===== src/rtl/gen_fifo_defines_pkg.sv =====
// Shared types and constants for the generator FIFO read side.
// Sample width defaults to the codebase `DATA_WIDTH define.
`ifndef DATA_WIDTH
`define DATA_WIDTH 16
`endif

package gen_fifo_defines_pkg;

   localparam int GEN_DATA_WIDTH = `DATA_WIDTH;
   localparam int GEN_DIV_WIDTH  = 16;
`ifdef GEN_FIFO_RD_UNDERRUN_CNT_EN
   localparam int GEN_CNT_WIDTH  = 16;
`endif

   typedef enum logic [1:0] {
      RD_IDLE,
      RD_PRIME,
      RD_RUN
   } rd_state_e;

   localparam logic [GEN_DATA_WIDTH-1:0] RD_RESET_SAMPLE = '0;

endpackage


===== src/rtl/gen_fifo_rate_divider.sv =====
// Sample-rate divider for the gen FIFO reader.
// Counts 0..div_i and ticks on zero; a lowered div_i wraps at once.
module gen_fifo_rate_divider
   import gen_fifo_defines_pkg::*;
#(
   parameter int DIV_WIDTH = GEN_DIV_WIDTH
) (
   input  logic                 clk,
   input  logic                 rst,
   input  logic                 clr_i,
   input  logic [DIV_WIDTH-1:0] div_i,
   output logic                 tick_o
);

   logic [DIV_WIDTH-1:0] cnt;

   // Period counter; >= compare so a shrinking period never overruns
   always_ff @(posedge clk) begin
      if (rst || clr_i) begin
         cnt <= '0;
      end else if (cnt >= div_i) begin
         cnt <= '0;
      end else begin
         cnt <= cnt + DIV_WIDTH'(1);
      end
   end

   assign tick_o = (cnt == '0);

endmodule


===== src/rtl/gen_fifo_sample_reader.sv =====
// Gen FIFO read side: paces pops to the DAC, flags underruns, holds last sample.
// Optional underrun counter port: define GEN_FIFO_RD_UNDERRUN_CNT_EN.
module gen_fifo_sample_reader
   import gen_fifo_defines_pkg::*;
#(
   parameter int DATA_WIDTH = GEN_DATA_WIDTH,
   parameter int DIV_WIDTH  = GEN_DIV_WIDTH
`ifdef GEN_FIFO_RD_UNDERRUN_CNT_EN
   ,
   parameter int CNT_WIDTH  = GEN_CNT_WIDTH
`endif
) (
   input  logic                         clk,
   input  logic                         rst,
   input  logic                         en_i,
   input  logic [DIV_WIDTH-1:0]         div_i,
   input  logic                         fifo_empty_i,
   input  logic [DATA_WIDTH-1:0]        fifo_data_i,
   output logic                         fifo_rd_en_o,
   output logic signed [DATA_WIDTH-1:0] sample_o,
   output logic                         sample_valid_o,
   output logic                         underrun_o
`ifdef GEN_FIFO_RD_UNDERRUN_CNT_EN
   ,
   output logic [CNT_WIDTH-1:0]         underrun_cnt_o
`endif
);

   rd_state_e state;
   rd_state_e state_nxt;

   logic tick;
   logic div_clr;
   logic pending;
   logic signed [DATA_WIDTH-1:0] held;

   gen_fifo_rate_divider #(
      .DIV_WIDTH(DIV_WIDTH)
   ) u_div (
      .clk   (clk),
      .rst   (rst),
      .clr_i (div_clr),
      .div_i (div_i),
      .tick_o(tick)
   );

   // State register
   always_ff @(posedge clk) begin
      if (rst) begin
         state <= RD_IDLE;
      end else begin
         state <= state_nxt;
      end
   end

   // Next state: PRIME waits for first data; dropping en_i always idles
   always_comb begin
      state_nxt = state;
      unique case (state)
         RD_IDLE: begin
            if (en_i) begin
               state_nxt = RD_PRIME;
            end
         end
         RD_PRIME: begin
            if (!fifo_empty_i) begin
               state_nxt = RD_RUN;
            end
         end
         RD_RUN: begin
            state_nxt = RD_RUN;
         end
         default: begin
            state_nxt = RD_IDLE;
         end
      endcase
      if (!en_i) begin
         state_nxt = RD_IDLE;
      end
   end

   // Outputs: divider held clear outside RUN; read point pops or underruns
   always_comb begin
      div_clr      = 1'b1;
      fifo_rd_en_o = 1'b0;
      underrun_o   = 1'b0;
      unique case (state)
         RD_RUN: begin
            div_clr = 1'b0;
            if (en_i && tick) begin
               fifo_rd_en_o = !fifo_empty_i;
               underrun_o   = fifo_empty_i;
            end
         end
         default: begin
            div_clr = 1'b1;
         end
      endcase
   end

   // Capture tracking: a pop always completes, even if en_i has dropped
   always_ff @(posedge clk) begin
      if (rst) begin
         pending <= 1'b0;
         held    <= DATA_WIDTH'(RD_RESET_SAMPLE);
      end else begin
         pending <= fifo_rd_en_o;
         if (pending) begin
            held <= fifo_data_i;
         end
      end
   end

   // Popped word shows the cycle its FIFO read data is valid, then is held
   always_comb begin
      sample_o = held;
      if (pending) begin
         sample_o = fifo_data_i;
      end
   end

   assign sample_valid_o = pending;

`ifdef GEN_FIFO_RD_UNDERRUN_CNT_EN
   // Saturating underrun counter, cleared only by reset
   always_ff @(posedge clk) begin
      if (rst) begin
         underrun_cnt_o <= '0;
      end else if (underrun_o && (underrun_cnt_o != '1)) begin
         underrun_cnt_o <= underrun_cnt_o + CNT_WIDTH'(1);
      end
   end
`endif

endmodule


===== config.mk =====
export PLATFORM = sky130hd
export DESIGN_NAME = gen_fifo_sample_reader
export DESIGN_NICKNAME = d
export VERILOG_FILES = /design/src/rtl/gen_fifo_defines_pkg.sv /design/src/rtl/gen_fifo_rate_divider.sv /design/src/rtl/gen_fifo_sample_reader.sv
export SDC_FILE = /design/constraint.sdc
export NUM_CORES = 1
export LEC_CHECK = 0
export ABC_CLOCK_PERIOD_IN_PS = 3750
export BUFFER_PORTS_ARGS = -buffer_cell sky130_fd_sc_hd__buf_2
export CORE_UTILIZATION = 57
export DETAILED_ROUTE_END_ITERATION = 10
export PLACE_DENSITY = 0.87
export SYNTH_ARGS = -nofsm -noshare
export SYNTH_HDL_FRONTEND = slang
export SYNTH_SLANG_ARGS = --single-unit

===== constraint.sdc =====
create_clock -name clk -period 3.75 [get_ports clk]
set_input_delay 0.75 -clock clk [delete_from_list [all_inputs] [get_ports clk]]
set_output_delay 0.75 -clock clk [all_outputs]
set_load 0.005 [all_outputs]

# Yosys cells after proc, flatten, opt, wreduce, memory -nomap -nowiden
# Index checks and enable logic that the tools add are counted.
# totals
latch_bits	0
ram_bits	0
rom_bits	0
out_inout_bits	19
regBits	35
mem_count	0
# op_classes
eq_ne	3
n_reduce_logical	7
muxes	8
n_mul	0
addsub	1
order_cmp	1
bitwise_logic	1
div_mod_pow	0
n_shift	0
# ops
operator	n
$add A16 B1 Y16 const B	1
$ge A16 B16 Y1	1
$logic_not A16 Y1	1
$mux W16	1
$pmux W2 S3	1
$mux W1	5
$reduce_or A2 Y1	2
$eq A2 B1 Y1 const B	1
$eq A2 B2 Y1 const B	1
$logic_not A2 Y1	1
$mux W2	1
$ne A2 B2 Y1 const B	1
$logic_and A1 B1 Y1	1
$logic_not A1 Y1	1
$logic_or A1 B1 Y1	1
$not A1 Y1	1

# Logic depth before layout (Yosys ltp)
# depth
ltp_word	4
ltp_mapped	7
ltp_nobuf	6

# Hierarchy
# From an unflattened synthesis, not the netlist that was laid out.
# hier_totals
cells_unflattened	208
area_unflattened_um2	2047.0
# by_module_without_submodules
mod	seq_area_each_um2	area_per_inst_um2	cells_each	instances
gen_fifo_rate_divider	320.3	1158.6	136	1
gen_fifo_sample_reader	380.4	888.4	72	1

# Worst setup path before layout
# No wires, ideal clock.
# synth_timing
path_kind	reg-to-output
startpoint	register u_div.cnt[0]
endpoint	output port fifo_rd_en_o
required_time_ns	3.000
arrival_ns	1.454
path_slack_ns	1.546
n_path_buf	0
path_stages_with_launch	7
cell_sequence	dfxtp_1 inv_1 ha_1 nor4b_2 nand4_1 or4b_4 nor2_1
# synth_between
elab_chain_cells	4
# synth_rtl
item	line	source
from (decl)	gen_fifo_rate_divider.sv:15	logic [DIV_WIDTH-1:0] cnt;
from (signal assigned)	gen_fifo_rate_divider.sv:24	cnt <= cnt + DIV_WIDTH'(1);
$logic_not A16 Y1	gen_fifo_rate_divider.sv:28	assign tick_o = (cnt == '0);
$logic_and A1 B1 Y1	gen_fifo_sample_reader.sv:90	if (en_i && tick) begin
$mux W1	gen_fifo_sample_reader.sv:90	
$mux W1	gen_fifo_sample_reader.sv:87	unique case (state)
to (decl)	gen_fifo_sample_reader.sv:19	output logic fifo_rd_en_o,
# No other way between the ends.

# Worst setup path in the final report
# layout_timing
startpoint	register state[0]
endpoint	output port underrun_o
# layout_between
elab_chain_cells	2
# layout_rtl
item	line	source
from (decl)	gen_fifo_sample_reader.sv:29	rd_state_e state;
from (signal assigned)	gen_fifo_sample_reader.sv:52	state <= state_nxt;
$eq A2 B2 Y1	gen_fifo_sample_reader.sv:87	
$mux W1	gen_fifo_sample_reader.sv:87	
to (decl)	gen_fifo_sample_reader.sv:22	output logic underrun_o
# No other way between the ends.

==> results.py <==
metrics = {
    "run_status": {
        "outcome": "finished clean",
    },
    "pwr": {
        "cellPowerDensity_nw_per_um2": 275.9,
        "design_power_total_mw": 0.6905,
        "p_leak_nw": 1.103,
        "ir_drop_uv": 245.7,
    },
    "clocking": {
        "htree_levels": 2,
        "cts_tree": "built",
        "clock-sinks": 35,
        "cts_root_buf": "clkbuf_8",
        "clk_latency_ns": 0.29,
        "postCtsSetupRepairBufs": 0,
        "cts_resized": 0,
        "cts_buffers": 5,
        "cts.reportedPaths.clkPinSlew_ns": 0.07,
        "hold_buffers": 0,
        "clk_path_buf_depth": 2,
    },
    "logic_synthesis": {
        "syn_area_per_cell_um2": 9.980,
        "syn-num-nets": 270,
        "syn_area_um2": 2126,
        "ys_ff_latch": 35,
        "synth_cell_type_count": 33,
        "yosys_warnings": 0,
        "yosysSeqAreaShare": 0.3296,
        "postSynthCellCount": 213,
    },
    "worst_hold_path": {
        "hold_depth": 2,
        "hold_class": "flop to flop",
    },
    "critical_path": {
        "reg2regPathDepth": 5,
        "max_stage_delay_ns": 0.56,
        "worst_setup_path_start_kind": "flop",
        "cp-end-kind": "output pin",
        "cp.required_ns": 3.00,
        "worst-path-buf-inv": 2,
        "cp.arrival_ns": 2.02,
        "crit_fanout": 3,
        "critical_path_class": "flop to output pin",
        "crit_chain": "inv_1 -> ha_1 -> nor4b_2 -> nand4_1 -> or4b_4 -> nor2_1 -> buf_2",
        "crit_slowest_cell": "or4b_4",
        "worstSetupPathDepth": 7,
        "crit_family": "simple AND/OR/NAND/NOR gates",
    },
    "grt": {
        "grt_pass1_wl_mm": 7.245,
        "grt_pass1_vias": 1613,
        "antenna_found_initial": 0,
        "use_met2": 0.4261,
        "track_usage": 0.2376,
        "met3_usage": 0.05978,
        "gr-total-overflow": 0,
        "met1_usage": 0.2711,
        "grt.busiest_layer": "met2",
        "grt_max_degree": 20,
    },
    "layout": {
        "fillers": 266,
        "fin_area_um2": 2502,
        "insertedDiodeCount": 0,
        "seq_area_um2": 700.7,
        "syn2layout_area_growth_pct": 17.72,
        "fin_cells": 316,
        "multi_input_area_um2": 1287,
        "drive_gt1_frac": 0.3852,
        "nets": 326,
    },
    "timing": {
        "finalSetupViolCount": 0,
        "rsz0062_at_grt": "no",
        "fin_crit_ns": 2.766,
        "min_period_over_period": 0.7377,
        "hold_viol_final": 0,
        "fmax_mhz": 361.5,
        "report.final.slew_viol_count": 0,
        "worst_pin_slew_ns": 1.016,
        "fin_setup_tns_ns": 0,
        "skew_ns": 0.008416,
        "relSlewSlack": 0.3228,
    },
    "route": {
        "drt_iter0_markers": 61,
        "avgViaCountPerCell": 5.405,
        "ant_nets": 0,
        "drc": 0,
        "first_pass_iters": 4,
        "drt-total-wl_mm": 4.335,
        "vias": 1708,
        "wire_per_inst_um": 13.72,
    },
    "place": {
        "port_buffers": 54,
        "place_area_um2": 2421,
        "dp.final_hpwl_mm": 3.292,
        "gp_congestion": 0.8249,
        "place_inst": 308,
    },
    "floorplanning": {
        "ios": 55,
        "die_area_um2": 3978,
        "start_util": 0.6176,
        "core-area_um2": 3442,
        "rows": 21,
        "die-height_um": 63.07,
        "die_x_um": 63.07,
    },
    "run": {
        "max_cap_violations": 0,
    },
}
-- routing by layer --
metal | wire, um | up-vias
li1 | - | 858
met1 | 1852 | 801
met2 | 2239 | 44
met3 | 193 | 5
met4 | 50 | 0
met5 | 0 | -
-- per-stage QoR --
step,setup WS [ns],util,hold slack (ns)
after floorplan,1.546,-,0.4582
after global placement,1.222,0.7034,0.4759
after CTS,0.9716,0.7270,0.4942
after global routing,0.8088,0.7270,0.5288
final,0.9836,0.7270,0.4939
after detailed placement,1.180,0.7034,0.4833
-- tightest hold or removal path: stages (launching register included) --
cell and delay, ns:
dfxtp_1 0.33, nand3_1 0.07, a21oi_1 0.05
-- kinds of logic after synthesis --
family,share of synthesized area
simple gates,0.2755
flops,0.3296
buf+inv,0.06474
fa+ha+maj,0.1236
mux,0.08475
compound gates,0.06828
xor+xnor,0.05356
-- layout make-up --
cell class / count / area share
Clock buffer: 7 / 0.03050
Clock inverter: 1 / 0.002000
Inverter: 26 / 0.03900
Multi-Input combinational cell: 146 / 0.5145
Sequential cell: 35 / 0.2800
Tap cell: 46 / 0.02300
Timing Repair Buffer: 55 / 0.1110
-- flip-flops by register name (all words and copies together) (netlist names) --
name,count
sample_valid_o,1
u_div.cnt,16
held,16
state,2
-- worst paths after layout --
check,from,end,slack [ns]
worst max-delay path,state[0]$_SDFFE_PP0P_,underrun_o,0.98
worst min register to register,state[1]$_SDFFE_PP0P_,state[1]$_SDFFE_PP0P_,0.49
worst max register to register,u_div.cnt[13]$_SDFF_PP0_,u_div.cnt[10]$_SDFF_PP0_,1.67
worst min-delay path,state[1]$_SDFFE_PP0P_,state[1]$_SDFFE_PP0P_,0.49
-- power breakdown --
group / total, mW / leakage, nW / internal [mW] / switching (mW)
Clock: 0.261 / 0.0422 / 0.130 / 0.131
Sequential: 0.376 / 0.282 / 0.374 / 0.00186
Combinational: 0.0538 / 0.779 / 0.0286 / 0.0253
Total: 0.691 / 1.10 / 0.532 / 0.158
-- cell usage after synthesis (all sizes together) --
cell type / instances / area (um2)
nor4b: 2 / 30.03
o21ai: 2 / 10.01
nor3: 5 / 30.03
and2b: 4 / 30.03
nor4: 18 / 206.5
and4: 2 / 17.52
ha: 21 / 262.8
clkbuf: 2 / 7.510
nand2: 10 / 37.54
a21o: 1 / 7.510
xnor2: 12 / 105.1
nand3: 8 / 40.04
or4b: 1 / 13.76
nand2b: 2 / 20.02
a21oi: 7 / 38.79
a211o: 1 / 10.01
a31o: 1 / 8.760
dfxtp: 35 / 700.7
nor2b: 12 / 75.07
buf: 4 / 32.53
inv: 26 / 97.59
nand4: 6 / 43.79
mux2: 16 / 180.2
a2111oi: 3 / 70.06
xor2: 1 / 8.760
nor2: 11 / 41.29
-- layout by cell type, fill, tap and decap left out, drive strengths merged, types with 2 or more instances in the layout --
| cell | netlist | layout |
|---|---|---|
| clkbuf | 2 | 7 |
| xnor2 | 12 | 12 |
| nor2 | 11 | 11 |
| nor2b | 12 | 12 |
| nor4 | 18 | 18 |
| nand3 | 8 | 8 |
| mux2 | 16 | 16 |
| nand2 | 10 | 10 |
| nor3 | 5 | 5 |
| nor4b | 2 | 2 |
| nand2b | 2 | 2 |
| ha | 21 | 21 |
| nand4 | 6 | 6 |
| o21ai | 2 | 2 |
| a21oi | 7 | 7 |
| inv | 26 | 26 |
| dfxtp | 35 | 35 |
| and2b | 4 | 4 |
| a2111oi | 3 | 3 |
| and4 | 2 | 2 |
| buf | 4 | 55 |
(Power assumes the default switching activity.)
